===== src/rtl/mem_test_pkg.sv =====
// Shared types, address geometry and the data-pattern helper for the SDRAM
// self-test traffic generator.
package mem_test_pkg;

    typedef enum logic [3:0] {
        S_IDLE     = 4'd0,
        S_PH_START = 4'd1,
        S_WR_ISSUE = 4'd2,
        S_WR_GAP   = 4'd3,
        S_WR_WAIT  = 4'd4,
        S_RD_SETUP = 4'd5,
        S_RD_ISSUE = 4'd6,
        S_RD_WAIT  = 4'd7,
        S_PH_END   = 4'd8,
        S_DONE     = 4'd9
    } state_e;

    localparam int BANK_W = 2;
    localparam int ROW_W  = 12;
    localparam int COL_W  = 8;
    localparam int ADDR_W = BANK_W + ROW_W + COL_W;
    localparam int DATA_W = 16;

    // Fibonacci taps for x^22 + x^21 + 1 (state bits 21 and 20)
    localparam logic [ADDR_W-1:0] LFSR_TAPS = 22'h30_0000;

    function automatic logic [DATA_W-1:0] data_pattern(
        input logic [ADDR_W-1:0] addr,
        input logic [DATA_W-1:0] xor_mask
    );
        return addr[15:0] ^ addr[21:6] ^ xor_mask;
    endfunction

endpackage


===== src/rtl/lfsr22.sv =====
// 22-bit Fibonacci LFSR with synchronous reload to a fixed seed and an
// advance enable; supplies the pseudo-random address stream.
module lfsr22
    import mem_test_pkg::*;
#(
    parameter logic [ADDR_W-1:0] SEED = 22'h2A5F1
) (
    input  logic              clock,
    input  logic              reset,
    input  logic              load,
    input  logic              enable,
    output logic [ADDR_W-1:0] value
);

    logic [ADDR_W-1:0] state_r;
    logic              feedback_s;

    assign feedback_s = ^(state_r & LFSR_TAPS);
    assign value      = state_r;

    // Shift register; a reload takes priority over an advance
    always_ff @(posedge clock) begin
        if (reset) begin
            state_r <= SEED;
        end else if (load) begin
            state_r <= SEED;
        end else if (enable) begin
            state_r <= {state_r[ADDR_W-2:0], feedback_s};
        end else begin
            state_r <= state_r;
        end
    end

endmodule


===== src/rtl/mem_traffic_gen.sv =====
// Self-test request sequencer for the SDRAM controller: four write-then-read
// phases, read-data checking, and a saturating error counter.
module mem_traffic_gen
    import mem_test_pkg::*;
#(
    parameter int                N_PH0      = 1,
    parameter int                N_PH1      = 10,
    parameter int                N_PH2      = 1000,
    parameter int                N_PH3      = 1000,
    parameter logic [DATA_W-1:0] DATA_XOR   = 16'hA5C3,
    parameter logic [ADDR_W-1:0] LFSR_SEED  = 22'h2A5F1,
    parameter int                RD_TIMEOUT = 64
) (
    input  logic              clock,
    input  logic              reset,
    input  logic              start,
    input  logic              ready,
    output logic              we,
    output logic              re,
    output logic [ADDR_W-1:0] addr,
    output logic [DATA_W-1:0] data_in,
    input  logic [DATA_W-1:0] data_out,
    input  logic              data_out_valid,
    output logic [1:0]        phase,
    output logic              phase_start,
    output logic              busy,
    output logic              done,
    output logic [15:0]       err_count
);

    if (N_PH0 < 0 || N_PH0 > 65535 || N_PH1 < 0 || N_PH1 > 65535 ||
        N_PH2 < 0 || N_PH2 > 65535 || N_PH3 < 0 || N_PH3 > 65535) begin : g_bad_count
        $error("mem_traffic_gen: every phase word count must lie in 0..65535");
    end
    if (LFSR_SEED == 22'h0 || RD_TIMEOUT < 1 || RD_TIMEOUT > 65535) begin : g_bad_param
        $error("mem_traffic_gen: LFSR_SEED must be nonzero and RD_TIMEOUT in 1..65535");
    end

    localparam logic [15:0] TMO_LIMIT = 16'(RD_TIMEOUT);

    state_e            state_r;
    logic [1:0]        phase_r;
    logic [15:0]       i_r;
    logic [15:0]       tmo_r;
    logic              we_r;
    logic              re_r;
    logic [ADDR_W-1:0] addr_r;
    logic [DATA_W-1:0] data_in_r;
    logic [DATA_W-1:0] exp_r;
    logic              phase_start_r;
    logic              busy_r;
    logic              done_r;
    logic [15:0]       err_r;

    logic [15:0]       n_s;
    logic [ADDR_W-1:0] addr_s;
    logic [ADDR_W-1:0] lfsr_s;
    logic              lfsr_load_s;
    logic              lfsr_en_s;

    function automatic logic [15:0] sat_inc(input logic [15:0] v);
        return (v == 16'hFFFF) ? v : v + 16'd1;
    endfunction

    lfsr22 #(.SEED(LFSR_SEED)) u_lfsr (
        .clock  (clock),
        .reset  (reset),
        .load   (lfsr_load_s),
        .enable (lfsr_en_s),
        .value  (lfsr_s)
    );

    // Per-phase word count and request address for the current index
    always_comb begin
        n_s    = 16'(N_PH3);
        addr_s = lfsr_s;
        case (phase_r)
            2'd0: begin
                n_s    = 16'(N_PH0);
                addr_s = 22'h0;
            end
            2'd1: begin
                n_s    = 16'(N_PH1);
                addr_s = {{BANK_W{1'b0}}, 12'h001, i_r[COL_W-1:0]};
            end
            2'd2: begin
                n_s    = 16'(N_PH2);
                addr_s = {6'h00, i_r};
            end
            default: begin
                n_s    = 16'(N_PH3);
                addr_s = lfsr_s;
            end
        endcase
    end

    // LFSR restarts at each phase entry and at the write-to-read turnaround,
    // and steps only on requests actually issued in phase 3
    always_comb begin
        lfsr_load_s = 1'b0;
        lfsr_en_s   = 1'b0;
        if (state_r == S_PH_START || state_r == S_RD_SETUP) begin
            lfsr_load_s = 1'b1;
        end else if ((state_r == S_WR_ISSUE || state_r == S_RD_ISSUE) && ready && phase_r == 2'd3) begin
            lfsr_en_s = 1'b1;
        end else begin
            lfsr_en_s = 1'b0;
        end
    end

    // Sequencer FSM with registered request and status outputs
    always_ff @(posedge clock) begin
        if (reset) begin
            state_r       <= S_IDLE;
            phase_r       <= 2'd0;
            i_r           <= 16'd0;
            tmo_r         <= 16'd0;
            we_r          <= 1'b0;
            re_r          <= 1'b0;
            addr_r        <= 22'h0;
            data_in_r     <= 16'h0000;
            exp_r         <= 16'h0000;
            phase_start_r <= 1'b0;
            busy_r        <= 1'b0;
            done_r        <= 1'b0;
            err_r         <= 16'h0000;
        end else begin
            we_r          <= 1'b0;
            re_r          <= 1'b0;
            phase_start_r <= 1'b0;
            case (state_r)
                S_IDLE, S_DONE: begin
                    if (start) begin
                        state_r <= S_PH_START;
                        phase_r <= 2'd0;
                        err_r   <= 16'h0000;
                        busy_r  <= 1'b1;
                        done_r  <= 1'b0;
                    end
                end
                S_PH_START: begin
                    phase_start_r <= 1'b1;
                    i_r           <= 16'd0;
                    state_r       <= (n_s == 16'd0) ? S_PH_END : S_WR_ISSUE;
                end
                S_WR_ISSUE: begin
                    if (ready) begin
                        we_r      <= 1'b1;
                        addr_r    <= addr_s;
                        data_in_r <= data_pattern(addr_s, DATA_XOR);
                        state_r   <= S_WR_GAP;
                    end
                end
                S_WR_GAP: begin
                    i_r     <= i_r + 16'd1;
                    state_r <= S_WR_WAIT;
                end
                S_WR_WAIT: begin
                    if (ready) begin
                        state_r <= (i_r == n_s) ? S_RD_SETUP : S_WR_ISSUE;
                    end
                end
                S_RD_SETUP: begin
                    i_r     <= 16'd0;
                    state_r <= S_RD_ISSUE;
                end
                S_RD_ISSUE: begin
                    if (ready) begin
                        re_r    <= 1'b1;
                        addr_r  <= addr_s;
                        exp_r   <= data_pattern(addr_s, DATA_XOR);
                        tmo_r   <= 16'd1;
                        state_r <= S_RD_WAIT;
                    end
                end
                S_RD_WAIT: begin
                    // A timeout counts as one error and closes the read like a beat
                    if (data_out_valid || tmo_r == TMO_LIMIT) begin
                        if (!data_out_valid || data_out != exp_r) begin
                            err_r <= sat_inc(err_r);
                        end
                        i_r     <= i_r + 16'd1;
                        state_r <= ((i_r + 16'd1) == n_s) ? S_PH_END : S_RD_ISSUE;
                    end else begin
                        tmo_r <= tmo_r + 16'd1;
                    end
                end
                S_PH_END: begin
                    if (phase_r == 2'd3) begin
                        state_r <= S_DONE;
                        busy_r  <= 1'b0;
                        done_r  <= 1'b1;
                    end else begin
                        phase_r <= phase_r + 2'd1;
                        state_r <= S_PH_START;
                    end
                end
                default: begin
                    state_r <= S_IDLE;
                    busy_r  <= 1'b0;
                    done_r  <= 1'b0;
                end
            endcase
        end
    end

    assign we          = we_r;
    assign re          = re_r;
    assign addr        = addr_r;
    assign data_in     = data_in_r;
    assign phase       = phase_r;
    assign phase_start = phase_start_r;
    assign busy        = busy_r;
    assign done        = done_r;
    assign err_count   = err_r;

endmodule


===== config.mk =====
export PLATFORM = sky130hd
export DESIGN_NAME = mem_traffic_gen
export DESIGN_NICKNAME = d
export VERILOG_FILES = /design/src/rtl/mem_test_pkg.sv /design/src/rtl/lfsr22.sv /design/src/rtl/mem_traffic_gen.sv
export SDC_FILE = /design/constraint.sdc
export NUM_CORES = 1
export LEC_CHECK = 0
export CORE_ASPECT_RATIO = 0.8
export CORE_MARGIN = 3
export CORE_UTILIZATION = 50
export DETAILED_ROUTE_END_ITERATION = 7
export GPL_ROUTABILITY_DRIVEN = 1
export GPL_TIMING_DRIVEN = 0
export PLACE_DENSITY = 0.69
export SLEW_MARGIN = 5
export SYNTH_ARGS = -nofsm -noshare
export SYNTH_HDL_FRONTEND = slang
export SYNTH_HIERARCHICAL = 1
export SYNTH_SLANG_ARGS = --single-unit

===== constraint.sdc =====
create_clock -name clock -period 3.05 [get_ports clock]
set_input_delay 0.61 -clock clock [delete_from_list [all_inputs] [get_ports clock]]
set_output_delay 0.61 -clock clock [all_outputs]
set_load 0.05 [all_outputs]

==> results.cfg, run 1 <==
[worst_setup_path]
crit_chain = inv_1, ha_1, nor2_1, or4_1, a2111oi_1, o22ai_1, a31oi_1, o22ai_1
start_kind = register
worstSetupEndpointType = register
path_buf_inv = 1
critPathKind = reg2reg
critPathTopFamily = compound AO/OA/AOI/OAI gates
worstPathArrival_ps = 3160
crit_path_frequent_cell = o22ai_1
slowest_stage = a2111oi_1
cpPeakStageDelay_ps = 830
crit_required_ps = 3330
critical_path_peak_fanout = 6

[global_routing]
grt_overflow = 0
grt_pass1_vias = 6192
grt_max_degree = 17
grt_usage = 0.272
grt_pass1_wl_um = 32700
antenna_found_initial = 0

[sta]
setup_viol = 0
period_share = 0.944
tns_ps = 0
finalWorstSetupSlack_ps = 172
relSlewSlack = 0.325
fin_crit_ps = 2880
worst_pin_slew_ps = 1010
fmax_mhz = 347
slew_viol_final = 0
hold_viol_final = 0
finalClockSkew_ps = 6.87
grt_setup_unrepaired = false

[synthesis]
synth_top_family_by_area = simple AND/OR/NAND/NOR gates
synth-compound-area-share = 0.181
synth-adder-area-share = 0.0180
synth-xor-area-share = 0.0617
syn-cell-area_sq_um = 6950
yosys.area_share.simple = 0.254
yosys_warnings = 6
synth_async_sr_flop_share = 0
yosysUniqueCellTypes = 69
synth_edf_count = 0
synth-seq-area-share = 0.389
netlist_instances = 855
synth_mux_area_frac = 0.0463
ys_ff_latch = 135
syn_area_per_cell_sq_um = 8.13
synth_nets = 886
ys.flop_type = dfxtp_1

[layout]
layout_commonest_cell = dfxtp_1
layout-drive-gt1-share = 0.0702
antenna_cells = 0
layout_common_cells = 135 x dfxtp_1, 132 x nor2_1, 89 x nand2_1, 81 x clkdlybuf4s50_1, 59 x a21oi_1
fin_nets = 986
syn_to_final_growth_pct = 23.5

[drt]
wl_um = 20800
post_drt_wl_per_cell_um = 18.2
drt_iter0_markers = 549
firstDrtPassIters = 6
vias = 6749
via_per_inst = 5.90
antenna_left = 0
drcViolationCount = 0

[placed_design]
dpl.hpwl_um = 15500
place_ws_ps = -400
gp_congestion = 0.915
io_buffer_count = 81

[flow_run]
drv_cap = 0

[status]
status = finished, final reports clean

[clock_tree]
post-cts-setup-buffers = 0
cts_tree = built
clk_pin_slew_ps = 60
cts.path.max_buffers = 2
cts_buffers = 17
insertion_delay_ps = 420
cts-htree-levels = 4
cts_hold_buf = 0
root_buffer = clkbuf_16
cts_sinks = 135

[power]
p_total_uw = 5160
vdd_drop_max_uv = 459
powerDensity_nw_per_um2 = 601
power_leakage_uw = 0.00299

[die]
die_area_sq_um = 15400
design.core.area_sq_um = 13200
die_h_um = 111
io_pins = 82
dieWidth_um = 138
rows = 37
start_util = 0.525

[min_path]
hold_path.class = reg2reg
## tightest hold or removal path, delay by kind of cell, from the launching register on
kind	cells	cell delay, ps
simple gates	1	50
compound gates	1	50
flops	1	310
## path summary, 6_finish.rpt
check / depth (start not counted) / endpoint / slack (ps) / from
min: 2 / addr[20]$_SDFFE_PP0P_ / 460 / addr[20]$_SDFFE_PP0P_
max: 8 / state_r[1]$_SDFFE_PP0P_ / 170 / phase[1]$_SDFFE_PP0P_
max reg2reg: 8 / state_r[1]$_SDFFE_PP0P_ / 170 / phase[1]$_SDFFE_PP0P_
min reg2reg: 2 / addr[20]$_SDFFE_PP0P_ / 460 / addr[20]$_SDFFE_PP0P_
## cells in the mapped netlist, drive strengths merged (11+ instances only)
| library cell | count | area (sq um) |
|---|---|---|
| a2111o | 11 | 124 |
| a211oi | 35 | 263 |
| a21oi | 59 | 295 |
| and3 | 13 | 87.6 |
| buf | 19 | 128 |
| clkbuf | 46 | 173 |
| dfxtp | 135 | 2700 |
| inv | 12 | 45.0 |
| mux2i | 31 | 310 |
| nand2 | 89 | 334 |
| nand3 | 38 | 200 |
| nand4 | 19 | 119 |
| nor2 | 133 | 502 |
| nor3 | 16 | 85.1 |
| nor4 | 12 | 75.1 |
| o21ai | 14 | 70.1 |
| xnor2 | 13 | 114 |
| xor2 | 36 | 315 |
## per-stage QoR
stage,cell area [sq um],hold slack [ps],utilization,cells
6_report,8580,455,0.648,1143
3_3_place_gp,7980,449,0.603,1111
4_1_cts,8580,457,0.648,1143
3_5_place_dp,7980,449,0.603,1111
2_1_floorplan,6950,448,-,855
5_1_grt,8580,472,0.648,1143
## power by group
part | internal, uW | switching, uW
Combinational | 366 | 804
Clock | 1220 | 857
Sequential | 1860 | 56.4
## final cells by class
| type | count | area, sq um |
|---|---|---|
| inverters | 12 | 45.0 |
| clock inverters | 15 | 166 |
| well taps | 175 | 219 |
| multi-input cells | 643 | 3910 |
| plain buffers | 65 | 303 |
| flip-flops and latches | 135 | 2700 |
| clock buffers | 17 | 425 |
| fillers | 1145 | 4660 |
| repair buffers | 81 | 811 |
## registers in the layout, indices dropped and copies added (netlist names), 4 cells and up
name          cells
addr             22
tmo_r            16
state_r           4
exp_r            16
err_count        16
i_r              16
data_in          16
u_lfsr/value     22
## cell families (layout without fill, tap and decap cells)
logic type | after synthesis | after routing
muxes | 32 | 32
DFF | 135 | 135
buffers and inverters | 77 | 190
adders and majority gates | 10 | 10
xor gates and xnor gates | 49 | 49
AOI/OAI and AO/OA | 182 | 182
and+or+nand+nor | 370 | 370
## layer usage
metal / GRT usage / wire, um / up-vias
li1: - / - / 3271
met5: 0 / 0 / -
met3: 0.0569 / 1340 / 21
met2: 0.401 / 9100 / 234
met1: 0.408 / 10200 / 3223
met4: 0.0599 / 214 / 0
## what timing repair did
| action | CTS | global route |
|---|---|---|
| pin swaps | 0 | 0 |
| endpoints found under the hold margin | 0 | 0 |
| resized for setup | 1 | 6 |
| endpoints found under the setup margin | 1 | 17 |
Power figures use the tool's default switching activity.
==> run 2, diff against run 1 <==
--- a/config.mk
+++ b/config.mk
@@ -5,6 +5,7 @@
 export SDC_FILE = /design/constraint.sdc
 export NUM_CORES = 1
 export LEC_CHECK = 0
+export CAP_MARGIN = 20
 export CORE_ASPECT_RATIO = 0.8
 export CORE_MARGIN = 3
 export CORE_UTILIZATION = 50
==> run 2 against run 1 <==
Register-to-register slack improved by 140 ps. Wire length shrank 0.13%. Sequential power about the same. Utilization increased by 0.085 points. Die area did not move. Global-route usage unchanged. Worst setup slack better by 38 ps. Largest cell class unchanged. Largest power group unchanged.
==> results.cfg, run 2 (same netlist as run 1, synthesis figures left out) <==
[status]
status = finished, final reports clean

[sta]
slew_viol_final = 0
fmax_mhz = 352
timing.hold.ws_ps = 455
grt_setup_unrepaired = false
period_share = 0.931
finalClockSkew_ps = 7.49
hold_viol_final = 0
setup_viol = 0
worst_pin_slew_ps = 1010
relSlewSlack = 0.322
tns_ps = 0
fin_crit_ps = 2840

[worst_setup_path]
path_buf_inv = 5
critical_path_peak_fanout = 10
critPathTopFamily = buffers and inverters
crit_required_ps = 3350
cpPeakStageDelay_ps = 550
start_kind = primary input
crit_start = ready
slowest_stage = clkdlybuf4s50_1
crit_path_frequent_cell = buf_6
critPathKind = in2reg
crit_chain = clkdlybuf4s50_1, nor4bb_2, clkbuf_1, clkbuf_2, and2_1, buf_6, buf_6, mux2i_1, nand2_1
worstSetupEndpointType = register
worstPathArrival_ps = 3140
r2r-start = tmo_r[0]$_SDFFE_PP0P_

[placed_design]
gp_congestion = 0.915
io_buffer_count = 81
dpl.hpwl_um = 15500

[drt]
firstDrtPassIters = 6
drt_iter0_markers = 555
via_per_inst = 5.90
drcViolationCount = 0
vias = 6749
wl_um = 20800
antenna_left = 0
post_drt_wl_per_cell_um = 18.2

[die]
die_h_um = 111
dieWidth_um = 138
rows = 37
start_util = 0.525
design.core.area_sq_um = 13200
die_area_sq_um = 15400
io_pins = 82

[clock_tree]
cts_hold_buf = 0
post-cts-setup-buffers = 0
cts.path.max_buffers = 2
root_buffer = clkbuf_16
cts_sinks = 135
cts_buffers = 17
cts-htree-levels = 4
post_cts_resized = 1
cts_tree = built
clk_pin_slew_ps = 70
insertion_delay_ps = 420

[layout]
layout-drive-gt1-share = 0.0702
layout_commonest_cell = dfxtp_1
antenna_cells = 0
fin_nets = 987
syn_to_final_growth_pct = 23.7
filler_cell_count = 1144
layout_common_cells = 135 x dfxtp_1, 132 x nor2_1, 89 x nand2_1, 81 x clkdlybuf4s50_1, 59 x a21oi_1

[power]
powerDensity_nw_per_um2 = 600
power_leakage_uw = 0.00301
vdd_drop_max_uv = 459

[min_path]
hold_path.startpoint = addr[20]$_SDFFE_PP0P_
hold_path.class = reg2reg

[global_routing]
grt_usage = 0.272
antenna_found_initial = 0
grt_pass1_wl_um = 32700
grt_max_degree = 17
grt_overflow = 0
grt_pass1_vias = 6192

[flow_run]
drv_cap = 0
[run 2: changes by cell type in the layout (fill, tap and decap cells not counted), sizes merged]
| cell | previous run | this run |
|---|---|---|
| dlymetal6s2s | 0 | 1 |
[run 2: final cells by class]
class                   count  area [sq um]  area share
plain buffers              65           303      0.0352
clock buffers              17           425      0.0495
clock inverters            15           166      0.0194
inverters                  12          45.0     0.00524
multi-input cells         643          3910       0.455
flip-flops and latches    135          2700       0.314
well taps                 175           219      0.0255
repair buffers             82           823      0.0958
[run 2: final timing paths]
path	cells past startpoint	slack (ps)	end
worst max-delay path	9	210	u_lfsr/value[17]$_SDFFE_PP1P_
worst min-delay path	2	450	addr[20]$_SDFFE_PP0P_
worst max register to register	9	310	err_count[9]$_SDFFE_PP0P_
worst min register to register	2	450	addr[20]$_SDFFE_PP0P_
[run 2: through the flow]
step / worst slack, ps / instances / power, uW / utilization / area [sq um]
6_report: 210 / 1144 / 5160 / 0.649 / 8600
5_1_grt: 8.16 / 1144 / 5360 / 0.649 / 8600
4_1_cts: 100 / 1143 / 5160 / 0.648 / 8580
3_5_place_dp: -400 / 1111 / 3100 / 0.603 / 7980
3_3_place_gp: -336 / 1111 / 3080 / 0.603 / 7980
2_1_floorplan: 278 / 855 / 2720 / - / 6950
[run 2: routing by layer]
| metal | wire length [um] | GRT usage | vias to the layer above | part of all wire |
|---|---|---|---|---|
| met5 | 0 | 0 | - | 0 |
| met4 | 211 | 0.0599 | 0 | 0.010 |
| met3 | 1580 | 0.0569 | 18 | 0.076 |
| met2 | 9190 | 0.401 | 247 | 0.44 |
| met1 | 9800 | 0.408 | 3214 | 0.47 |
| li1 | - | - | 3270 | - |
[run 2: power by group]
group          total (uW)  internal, uW  switching, uW  leakage [uW]
clock network        2070          1220            854      0.000282
registers            1910          1860           56.4       0.00109
logic                1170           369            803       0.00164
[run 2: worst register-to-register path, cell delays in order (launching register included)]
cell       delay (ps)
dfxtp_1           350
inv_1              70
ha_1              140
nor4bb_1          360
a41oi_1           260
nor2_1            300
o211ai_1          180
buf_2             230
a2111oi_1         530
mux2i_1           250
